[src/rtl/dcache_pkg.sv]
// Shared types and default sizing for the direct-mapped write-through data cache.
package dcache_pkg;

   localparam int unsigned DefNbits  = 8;
   localparam int unsigned DefNlines = 4;

   typedef enum logic [1:0] {
      StIdle,
      StRmiss,
      StWthru,
      StDone
   } state_e;

endpackage

[src/rtl/dcache_tagarray.sv]
// Per-line valid/tag/data storage: one combinational read port, one write port, sync clear.
module dcache_tagarray #(
   parameter int unsigned NLINES = 4,
   parameter int unsigned IDXW   = 2,
   parameter int unsigned TAGW   = 4,
   parameter int unsigned NBITS  = 8
) (
   input  logic             clock,
   input  logic             reset,
   input  logic [IDXW-1:0]  rd_idx_i,
   output logic             rd_valid_o,
   output logic [TAGW-1:0]  rd_tag_o,
   output logic [NBITS-1:0] rd_data_o,
   input  logic             we_i,
   input  logic [IDXW-1:0]  wr_idx_i,
   input  logic [TAGW-1:0]  wr_tag_i,
   input  logic [NBITS-1:0] wr_data_i
);

   logic             valid_q [NLINES];
   logic [TAGW-1:0]  tag_q   [NLINES];
   logic [NBITS-1:0] data_q  [NLINES];

   assign rd_valid_o = valid_q[rd_idx_i];
   assign rd_tag_o   = tag_q[rd_idx_i];
   assign rd_data_o  = data_q[rd_idx_i];

   always_ff @(posedge clock) begin
      if (reset) begin
         for (int i = 0; i < NLINES; i++) begin
            valid_q[i] <= 1'b0;
            tag_q[i]   <= '0;
            data_q[i]  <= '0;
         end
      end else if (we_i) begin
         valid_q[wr_idx_i] <= 1'b1;
         tag_q[wr_idx_i]   <= wr_tag_i;
         data_q[wr_idx_i]  <= wr_data_i;
      end
   end

endmodule

[src/rtl/dcache.sv]
// Direct-mapped, one-word-line, write-through / no-write-allocate data cache with
// a single outstanding backing-memory transaction and saturating load hit/miss counters.
module dcache
   import dcache_pkg::*;
#(
   parameter int unsigned NBITS  = DefNbits,
   parameter int unsigned NLINES = DefNlines
) (
   input  logic             clock,
   input  logic             reset,
   input  logic [NBITS-3:0] Address,
   input  logic [NBITS-1:0] WriteData,
   input  logic             MemRead,
   input  logic             MemWrite,
   output logic [NBITS-1:0] ReadData,
   output logic             Stall,
   output logic             mem_req,
   output logic             mem_we,
   output logic [NBITS-3:0] mem_addr,
   output logic [NBITS-1:0] mem_wdata,
   input  logic [NBITS-1:0] mem_rdata,
   input  logic             mem_ack,
   output logic [15:0]      hit_count,
   output logic [15:0]      miss_count
);

   localparam int unsigned IdxW = $clog2(NLINES);
   localparam int unsigned TagW = NBITS - 2 - IdxW;

   state_e           state_q;
   logic             mem_req_q, mem_we_q;
   logic [NBITS-3:0] mem_addr_q;
   logic [NBITS-1:0] mem_wdata_q;
   logic [15:0]      hit_q, miss_q;

   logic [IdxW-1:0]  rd_idx;
   logic             line_valid;
   logic [TagW-1:0]  line_tag;
   logic [NBITS-1:0] line_data;
   logic             load_req, hit, miss, ta_we;
   logic [NBITS-1:0] ta_wdata;

   // While a transaction is outstanding the line of interest is the one being filled/written.
   assign rd_idx = (state_q == StIdle) ? Address[IdxW-1:0] : mem_addr_q[IdxW-1:0];

   dcache_tagarray #(
      .NLINES(NLINES),
      .IDXW  (IdxW),
      .TAGW  (TagW),
      .NBITS (NBITS)
   ) u_tagarray (
      .clock     (clock),
      .reset     (reset),
      .rd_idx_i  (rd_idx),
      .rd_valid_o(line_valid),
      .rd_tag_o  (line_tag),
      .rd_data_o (line_data),
      .we_i      (ta_we),
      .wr_idx_i  (mem_addr_q[IdxW-1:0]),
      .wr_tag_i  (mem_addr_q[NBITS-3:IdxW]),
      .wr_data_i (ta_wdata)
   );

   always_comb begin
      load_req = MemRead & ~MemWrite;
      hit      = (state_q == StIdle) & load_req & line_valid
                 & (line_tag == Address[NBITS-3:IdxW]);
      miss     = (state_q == StIdle) & load_req & ~hit;
      ReadData = hit ? line_data : '0;
      ta_we    = 1'b0;
      ta_wdata = mem_rdata;
      Stall    = 1'b0;
      unique case (state_q)
         StIdle:  Stall = MemWrite | miss;
         StRmiss: begin
            Stall = 1'b1;
            ta_we = mem_ack;
         end
         StWthru: begin
            Stall    = 1'b1;
            ta_wdata = mem_wdata_q;
            ta_we    = mem_ack & line_valid & (line_tag == mem_addr_q[NBITS-3:IdxW]);
         end
         StDone:  Stall = 1'b0;
      endcase
   end

   always_ff @(posedge clock) begin
      if (reset) begin
         state_q     <= StIdle;
         mem_req_q   <= 1'b0;
         mem_we_q    <= 1'b0;
         mem_addr_q  <= '0;
         mem_wdata_q <= '0;
         hit_q       <= '0;
         miss_q      <= '0;
      end else begin
         unique case (state_q)
            StIdle: begin
               if (MemWrite) begin
                  mem_addr_q  <= Address;
                  mem_wdata_q <= WriteData;
                  mem_req_q   <= 1'b1;
                  mem_we_q    <= 1'b1;
                  state_q     <= StWthru;
               end else if (miss) begin
                  mem_addr_q <= Address;
                  mem_req_q  <= 1'b1;
                  mem_we_q   <= 1'b0;
                  state_q    <= StRmiss;
                  if (miss_q != 16'hFFFF) miss_q <= miss_q + 16'd1;
               end else if (hit) begin
                  if (hit_q != 16'hFFFF) hit_q <= hit_q + 16'd1;
               end
            end
            StRmiss: begin
               if (mem_ack) begin
                  mem_req_q <= 1'b0;
                  state_q   <= StIdle;
               end
            end
            StWthru: begin
               if (mem_ack) begin
                  mem_req_q <= 1'b0;
                  state_q   <= StDone;
               end
            end
            StDone: state_q <= StIdle;
         endcase
      end
   end

   assign mem_req    = mem_req_q;
   assign mem_we     = mem_we_q;
   assign mem_addr   = mem_addr_q;
   assign mem_wdata  = mem_wdata_q;
   assign hit_count  = hit_q;
   assign miss_count = miss_q;

endmodule

[config.mk]
export PLATFORM = sky130hd
export DESIGN_NAME = dcache
export DESIGN_NICKNAME = d
export VERILOG_FILES = /design/src/rtl/dcache_pkg.sv /design/src/rtl/dcache_tagarray.sv /design/src/rtl/dcache.sv
export SDC_FILE = /design/constraint.sdc
export NUM_CORES = 1
export LEC_CHECK = 0
export CELL_PAD_IN_SITES_DETAIL_PLACEMENT = 1
export CELL_PAD_IN_SITES_GLOBAL_PLACEMENT = 1
export CORE_ASPECT_RATIO = 0.5
export CORE_UTILIZATION = 35
export DETAILED_ROUTE_END_ITERATION = 16
export GPL_ROUTABILITY_DRIVEN = 0
export GPL_TIMING_DRIVEN = 1
export PLACE_DENSITY = 0.78
export SETUP_SLACK_MARGIN = 0.1
export SYNTH_ARGS = -nofsm -noshare
export SYNTH_HDL_FRONTEND = slang
export SYNTH_HIERARCHICAL = 1
export SYNTH_SLANG_ARGS = --single-unit
[constraint.sdc]
create_clock -name clock -period 4.3 [get_ports clock]
set_input_delay 1.075 -clock clock [delete_from_list [all_inputs] [get_ports clock]]
set_output_delay 1.075 -clock clock [all_outputs]
set_load 0.03 [all_outputs]
==> metrics.csv, run 1 <==
stage,metric,value,unit
critical_path,crit path max fanout,5,
synth,Main synth FF type,edfxtp_1,
sta,clk_skew,0.00668,ns
clock_network,clk_lat worst skew,0.35,ns
sta,final setup violation count,0,
layout,layout cell share with drive strength beyond 1,18.1,%
synth,synthesized area per cell,11.1,um^2
layout,Area Growth Syn to Fin,30.8,%
synth,cell area after synthesis,5020,um^2
grt,gr usage total,20.0,%
synth,compound-cell area share of the yosys netlist,10.2,%
layout,fin cells,754,
critical_path,CP peak stage delay,0.34,ns
power_and_ir_drop,sw frac,33.2,%
route,drt total wl,14300,um
synth,combinational family with the most area after synthesis,simple AND/OR/NAND/NOR gates,
sta,Worst-Margin Slew,0.709,ns
grt,initial antenna violation count,0,
critical_path,"most used cell, CP",buf_6,
synth,share of the synthesized area in the top cell type,31.1,%
critical_path,WS Path Type,primary input to output pin,
clock_network,CTS sink cnt,102,
power_and_ir_drop,Clk pwr share,25.8,%
power_and_ir_drop,Leak,2.36,nW
run,Max-cap violations,0,
place,Port Buffers,83,
clock_network,Max Root-Sink Buffers,2,
synth,multiplexer share of the synthesized area,10.3,%
synth,Synth Area in Simple Gates,21.1,%
route,Iteration-0 DRC Markers,188,
critical_path,CP startpoint kind,primary input,
power_and_ir_drop,power per cell area,469,nW/um^2
route,drt drc,0,
floorplan,Die Height,86.7,um
synth,post-synthesis register bit count,102,
synth,dominant cells by area after synthesis,"edfxtp_1 (31%), dfxtp_1 (20%), and2_1 (6.5%)",
sta,RSZ-0062 raised after global routing,false,
synth,Synth Area in XOR/XNOR,2.02,%
route,first-pass detailed-route iteration total,4,
critical_path,critical path endpoint category,output pin,
floorplan,die area,14900,um^2
clock_network,"Reg clk slew, reported paths",0.06,ns
critical_path,"CP delay by family, top",multiplexers,
clock_network,CTS H-tree depth,3,
sta,Slew Limit Fails,0,
floorplan,initial core utilization,36.5,%
synth,ys async rst share,0,%
critical_path,"Slowest-stage cell, CP",mux4_2,
synth,YS warnings,6,
synth,Cell variety after synth,54,
layout,Filler cells,1498,
place,Inst Count DP,736,
grt,first-pass GRT wire length,22400,um
sta,Slew HR,52.7,%
floorplan,die width,171,um
critical_path,worst path buffer plus inverter count,3,
critical_path,"Cell Chain, Critical Path","dlygate4sd2_1, mux2_4, mux4_2, xnor2_2, nand3_2, nor3_4, buf_6, and2_4, buf_6",
min_path,HP Class,register to register,
layout,fin util,47.7,%
power_and_ir_drop,Psw,1.02,mW
critical_path,CP required,3.22,ns
route,WL/cell,18.9,um
route,vias post-DR,4033,
synth,post-synthesis adder-cell area fraction,1.49,%
layout,Final #Nets,591,
synth,Cells after Synth,453,
floorplan,Rows,30,
power_and_ir_drop,sequential cell fraction of total power,37.8,%
synth,Post-Synthesis Net Count,486,
synth,"area leader, netlist",edfxtp_1,
grt,largest net degree at the start of global routing,38,
synth,"EDFF count, synth",52,
synth,"Seq/Total Area, Yosys",51.0,%
sta,period utilization,94.6,%
critical_path,arrival time worst endpoint,2.99,ns
outcome,run status,"finished, final reports clean",
clock_network,CTS buffer count,9,
clock_network,Root Driver,clkbuf_16,
route,"antenna viol nets, final",0,
sta,Final Hold Viols,0,
power_and_ir_drop,combinational power share,36.4,%
clock_network,CTS tree,done,
power_and_ir_drop,VDD IR max,0.235,mV
route,vias per cell,5.35,
sta,Fmax,0.246,GHz
grt,vias in the first global route,4132,
sta,Tmin final,4.07,ns
floorplan,IO Count,84,
power_and_ir_drop,P_int,2.06,mW
grt,total grt overflow,0,
place,HPWL after DPL,10000,um
layout,Antenna Cells,0,
clock_network,hold-fix buffer count after cts,0,
floorplan,Core ar.,13800,um^2
==> path summary, 6_finish.rpt <==
kind                                           startpoint                   endpoint  slack, ns  depth (start not counted)
worst max-delay path                           Address[1]                ReadData[7]       0.23                          9
worst min-delay path            mem_wdata[7]$_SDFFE_PP0P_  mem_wdata[7]$_SDFFE_PP0P_       0.48                          2
worst min register to register  mem_wdata[7]$_SDFFE_PP0P_  mem_wdata[7]$_SDFFE_PP0P_       0.48                          2
worst max register to register    state_q[0]$_SDFFE_PP0P_  hit_count[8]$_SDFFE_PP0P_       0.77                         11
==> cell type report <==
type	instances	area [um^2]	area share [%]
clock inverter	6	53.8	0.819
tap	192	240	3.66
inverter	13	48.8	0.743
timing repair buffer	118	1120	17.1
clock buffer	9	225	3.43
multi-input combinational	314	2320	35.2
sequential	102	2560	39.0
==> tightest hold or removal path: cells and delay by family, from the launching register on <==
family | cells | cell delay [ns]
AOI/OAI and AO/OA | 1 | 0.05
and+or+nand+nor | 1 | 0.06
DFF | 1 | 0.32
==> layout by cell type (no fill, tap or decap), drive strengths merged, types with 3 or more instances in the layout <==
cell type      count
mux2i              8
o21ai             16
buf               45
and4               4
a211oi             3
clkinv             5
inv               13
and2              53
xor2               4
mux4              13
mux2              12
nor2              22
a21oi             32
nand4              5
edfxtp            52
nand2b             5
or3               14
nor2b              4
o31ai              9
xnor2              5
or4               10
nor4               3
a41oi              4
clkbuf            10
nand3             13
dfxtp             50
nand2             33
clkdlybuf4s50     71
and3               7
ha                 6
nor3               6
==> metal layers <==
metal / track usage, % / vias to the layer above / share of wire (%)
li1: - / 1887 / -
met1: 24.1 / 2050 / 43
met2: 36.6 / 76 / 52
met3: 3.38 / 20 / 3.0
met4: 5.93 / 0 / 1.9
met5: 0 / - / 0
==> registers in the layout, indices dropped and copies added (netlist names) <==
name                flops
state_q                 2
mem_we                  1
miss_count             16
u_tagarray/data_q      32
mem_wdata               8
mem_addr                6
u_tagarray/valid_q      4
mem_req                 1
u_tagarray/tag_q       16
hit_count              16
==> synthesized netlist by cell type, drive strengths merged (3+ instances only) <==
cell type   n
edfxtp     52
a41oi       4
a211oi      3
and3        7
ha          6
inv        13
and2       53
mux4       13
nand2      33
or3        14
nand4       5
and4        4
nand2b      5
mux2       12
o31ai       9
o21ai      16
mux2i       8
buf        12
nor3        6
nor4        3
xor2        4
dfxtp      50
or4        10
nand3      13
xnor2       5
nor2b       4
a21oi      32
clkbuf     12
nor2       22
==> what timing repair did <==
action	in CTS	in global routing
pin swaps	5	4
resized for setup	20	2
setup buffers	2	0
cloned	1	0
endpoints found under the setup margin	9	9
==> power groups by stage <==
| stage | Clock [mW] | Combinational (mW) | Sequential (mW) |
|---|---|---|---|
| finish | 0.795 | 1.12 | 1.16 |
| detailed placement | 0 | 1.08 | 1.18 |
| global placement | 0 | 1.05 | 1.18 |
| CTS | 0.811 | 1.12 | 1.16 |
| global route | 0.841 | 1.20 | 1.18 |
| floorplan | 0 | 0.646 | 1.24 |
==> cells by family after synthesis <==
logic type,after synthesis
simple gates,185
flops,102
compound gates,81
buf+inv,37
mux,33
xor+xnor,9
fa+ha+maj,6
==> stage by stage <==
stage                     hold WS (ns)  instance area (um^2)  setup TNS (ns)  setup slack [ns]  power [mW]
after floorplan                  0.492                  5030               0            0.0951        1.89
after global placement           0.459                  6220           -1.60            -0.207        2.23
after detailed placement         0.468                  6220           -2.60            -0.261        2.26
after CTS                        0.481                  6570               0             0.128        3.09
after global routing             0.513                  6570               0             0.125        3.22
final                            0.482                  6570               0             0.231        3.08
Note: power is estimated with default switching activity, not from simulation.
==> run 2: changes to the inputs <==
Settings changed: CTS_CLUSTER_SIZE from default to 16, GPL_TIMING_DRIVEN 1 to default, RECOVER_POWER from default to 100.
==> metrics.csv, run 2 (synthesized netlist as in run 1, its figures left out) <==
stage,metric,value,unit,change
route,"antenna viol nets, final",0,,unchanged
clock_network,CTS tree,done,,
sta,Final Hold Viols,0,,unchanged
route,drt drc,0,,unchanged
sta,Worst-Margin Slew,0.993,ns,+0.284 ns
critical_path,crit path max fanout,5,,unchanged
floorplan,IO Count,84,,unchanged
floorplan,Die Height,86.7,um,unchanged
floorplan,die area,14900,um^2,unchanged
place,Inst Count DP,736,,unchanged
clock_network,CTS buffer count,9,,unchanged
sta,RSZ-0062 raised after global routing,false,,
route,WL/cell,19.0,um,+0.36%
critical_path,WS Path Type,primary input to output pin,,
clock_network,Max Root-Sink Buffers,2,,unchanged
place,dpl ws,-0.261,ns,unchanged
floorplan,Rows,30,,unchanged
layout,"commonest non-fill, non-tap cell in the layout",edfxtp_1,,
place,Port Buffers,83,,unchanged
route,vias per cell,5.36,,+0.12%
clock_network,"Reg clk slew, reported paths",0.07,ns,about the same
route,met1 WL,6220,um,+1.7%
layout,Reg with most FFs,u_tagarray/data_q,,
critical_path,CP startpoint kind,primary input,,
sta,final setup violation count,0,,unchanged
layout,Area Growth Syn to Fin,28.7,%,
place,HPWL after DPL,10000,um,unchanged
critical_path,"most used cell, CP",buf_6,,
floorplan,Core ar.,13800,um^2,unchanged
critical_path,worst reg-to-reg path cell count,13,,+2
grt,initial antenna violation count,0,,unchanged
layout,Antenna Cells,0,,unchanged
sta,Setup WS post-layout,0.165,ns,-0.0656 ns
outcome,run status,"finished, final reports clean",,
sta,Fmax,0.242,GHz,-1.6%
critical_path,arrival time worst endpoint,3.06,ns,+0.07 ns
clock_network,CTS H-tree depth,3,,unchanged
sta,Tmin final,4.13,ns,+0.0656 ns
layout,"commonest cells after routing, fill and taps aside","edfxtp_1 (52), dfxtp_1 (50), dlygate4sd3_1 (49)",,
critical_path,R2R Path Start,state_q[0]$_SDFFE_PP0P_,,
grt,total grt overflow,0,,unchanged
min_path,Hold Crit Endpoint,mem_wdata[7]$_SDFFE_PP0P_,,
sta,Slew HR,32.9,%,-20 points
layout,layout cell share with drive strength beyond 1,14.4,%,-3.7 points
route,vias post-DR,4038,,+0.12%
critical_path,"Cell Chain, Critical Path","dlygate4sd2_1, mux2_4, mux4_2, xnor2_2, nand3_1, nor3_2, buf_6, and2_4, buf_6",,
layout,fin util,46.9,%,-0.78 points
power_and_ir_drop,VDD IR max,0.233,mV,-0.60%
critical_path,CP peak stage delay,0.34,ns,about the same
critical_path,worst reg2reg setup slack,0.39,ns,-0.38 ns
critical_path,r2r endpoint,u_tagarray/tag_q[0][0]$_SDFFCE_PN0P_,,
route,Iteration-0 DRC Markers,183,,-2.7%
route,top routing layer used,met4,,
floorplan,die width,171,um,unchanged
layout,Final #Nets,591,,unchanged
layout,fin cells,754,,unchanged
route,met3 wire length,390,um,-9.7%
route,WL met2,7450,um,about the same
min_path,hold path startpoint,mem_wdata[7]$_SDFFE_PP0P_,,
grt,gr usage total,20.0,%,unchanged
min_path,WHS Path Cells,2,,unchanged
power_and_ir_drop,power per cell area,470,nW/um^2,+0.21%
clock_network,CTS sink cnt,102,,unchanged
sta,clk_skew,0.00623,ns,-0.000447 ns
layout,max reg flops,32,,unchanged
route,drt total wl,14300,um,+0.36%
min_path,HP Class,register to register,,
route,first-pass detailed-route iteration total,4,,unchanged
power_and_ir_drop,total power,3.04,mW,-1.4%
sta,Slew Limit Fails,0,,unchanged
critical_path,CP required,3.22,ns,about the same
sta,period utilization,96.2,%,+1.5 points
run,Max-cap violations,0,,unchanged
power_and_ir_drop,Leak,2.43,nW,+2.9%
critical_path,worst path buffer plus inverter count,3,,unchanged
critical_path,"CP delay by family, top",multiplexers,,
grt,vias in the first global route,4132,,unchanged
grt,largest net degree at the start of global routing,38,,unchanged
critical_path,"Slowest-stage cell, CP",mux4_2,,
grt,first-pass GRT wire length,22400,um,unchanged
clock_network,clk_lat worst skew,0.35,ns,about the same
critical_path,critical path endpoint category,output pin,,
floorplan,initial core utilization,36.5,%,unchanged
clock_network,hold-fix buffer count after cts,0,,unchanged
clock_network,Root Driver,clkbuf_16,,
-- run 2: area by class of cell --
type                       count  area, um^2
sequential                   102        2560
fill                        1517        7310
inverter                      13        48.8
clock buffer                   9         225
timing repair buffer         118        1050
clock inverter                 6        53.8
multi-input combinational    314        2280
tap                          192         240
-- run 2: metrics by stage --
step	area (um^2)	hold slack (ns)	TNS, ns
2_1_floorplan	5030	0.492	0
3_3_place_gp	6220	0.459	-1.60
3_5_place_dp	6220	0.468	-2.60
4_1_cts	6570	0.481	0
5_1_grt	6460	0.510	0
6_report	6460	0.477	0
-- run 2: layer usage --
layer,track usage (%),vias up
met2,36.6,70
met4,5.93,0
met1,24.1,2057
met3,3.38,21
met5,0,-
li1,-,1890
-- run 2: worst max path at each step --
stage	cells past startpoint	slack [ns]	to	startpoint
6_report	9	0.17	ReadData[1]	Address[1]
5_1_grt	10	0.06	ReadData[7]	state_q[0]$_SDFFE_PP0P_
4_1_cts	9	0.13	ReadData[1]	Address[0]
3_5_place_dp	9	-0.26	ReadData[6]	Address[0]
3_3_place_gp	9	-0.21	ReadData[3]	Address[0]
2_1_floorplan	7	0.1	ReadData[0]	Address[0]
-- run 2: where the power goes --
part	switching, mW	total [mW]	leakage (nW)	internal (mW)
logic	0.598	1.08	1.35	0.478
registers	0.0596	1.16	0.943	1.10
clock network	0.355	0.796	0.135	0.442
-- run 2: repair_timing --
item | 4_1_cts | 5_1_grt
cloned | 1 | 0
setup buffers | 2 | 0
setup endpoints to repair | 9 | 9
pin swaps | 5 | 4
gates resized for setup | 20 | 2
-- run 2: tightest hold or removal path, delay by kind of cell, from the launching register on --
| kind | cells | cell delay [ns] |
|---|---|---|
| flip-flops | 1 | 0.32 |
| AND/OR/NAND/NOR | 1 | 0.06 |
| AO/OA/AOI/OAI | 1 | 0.05 |
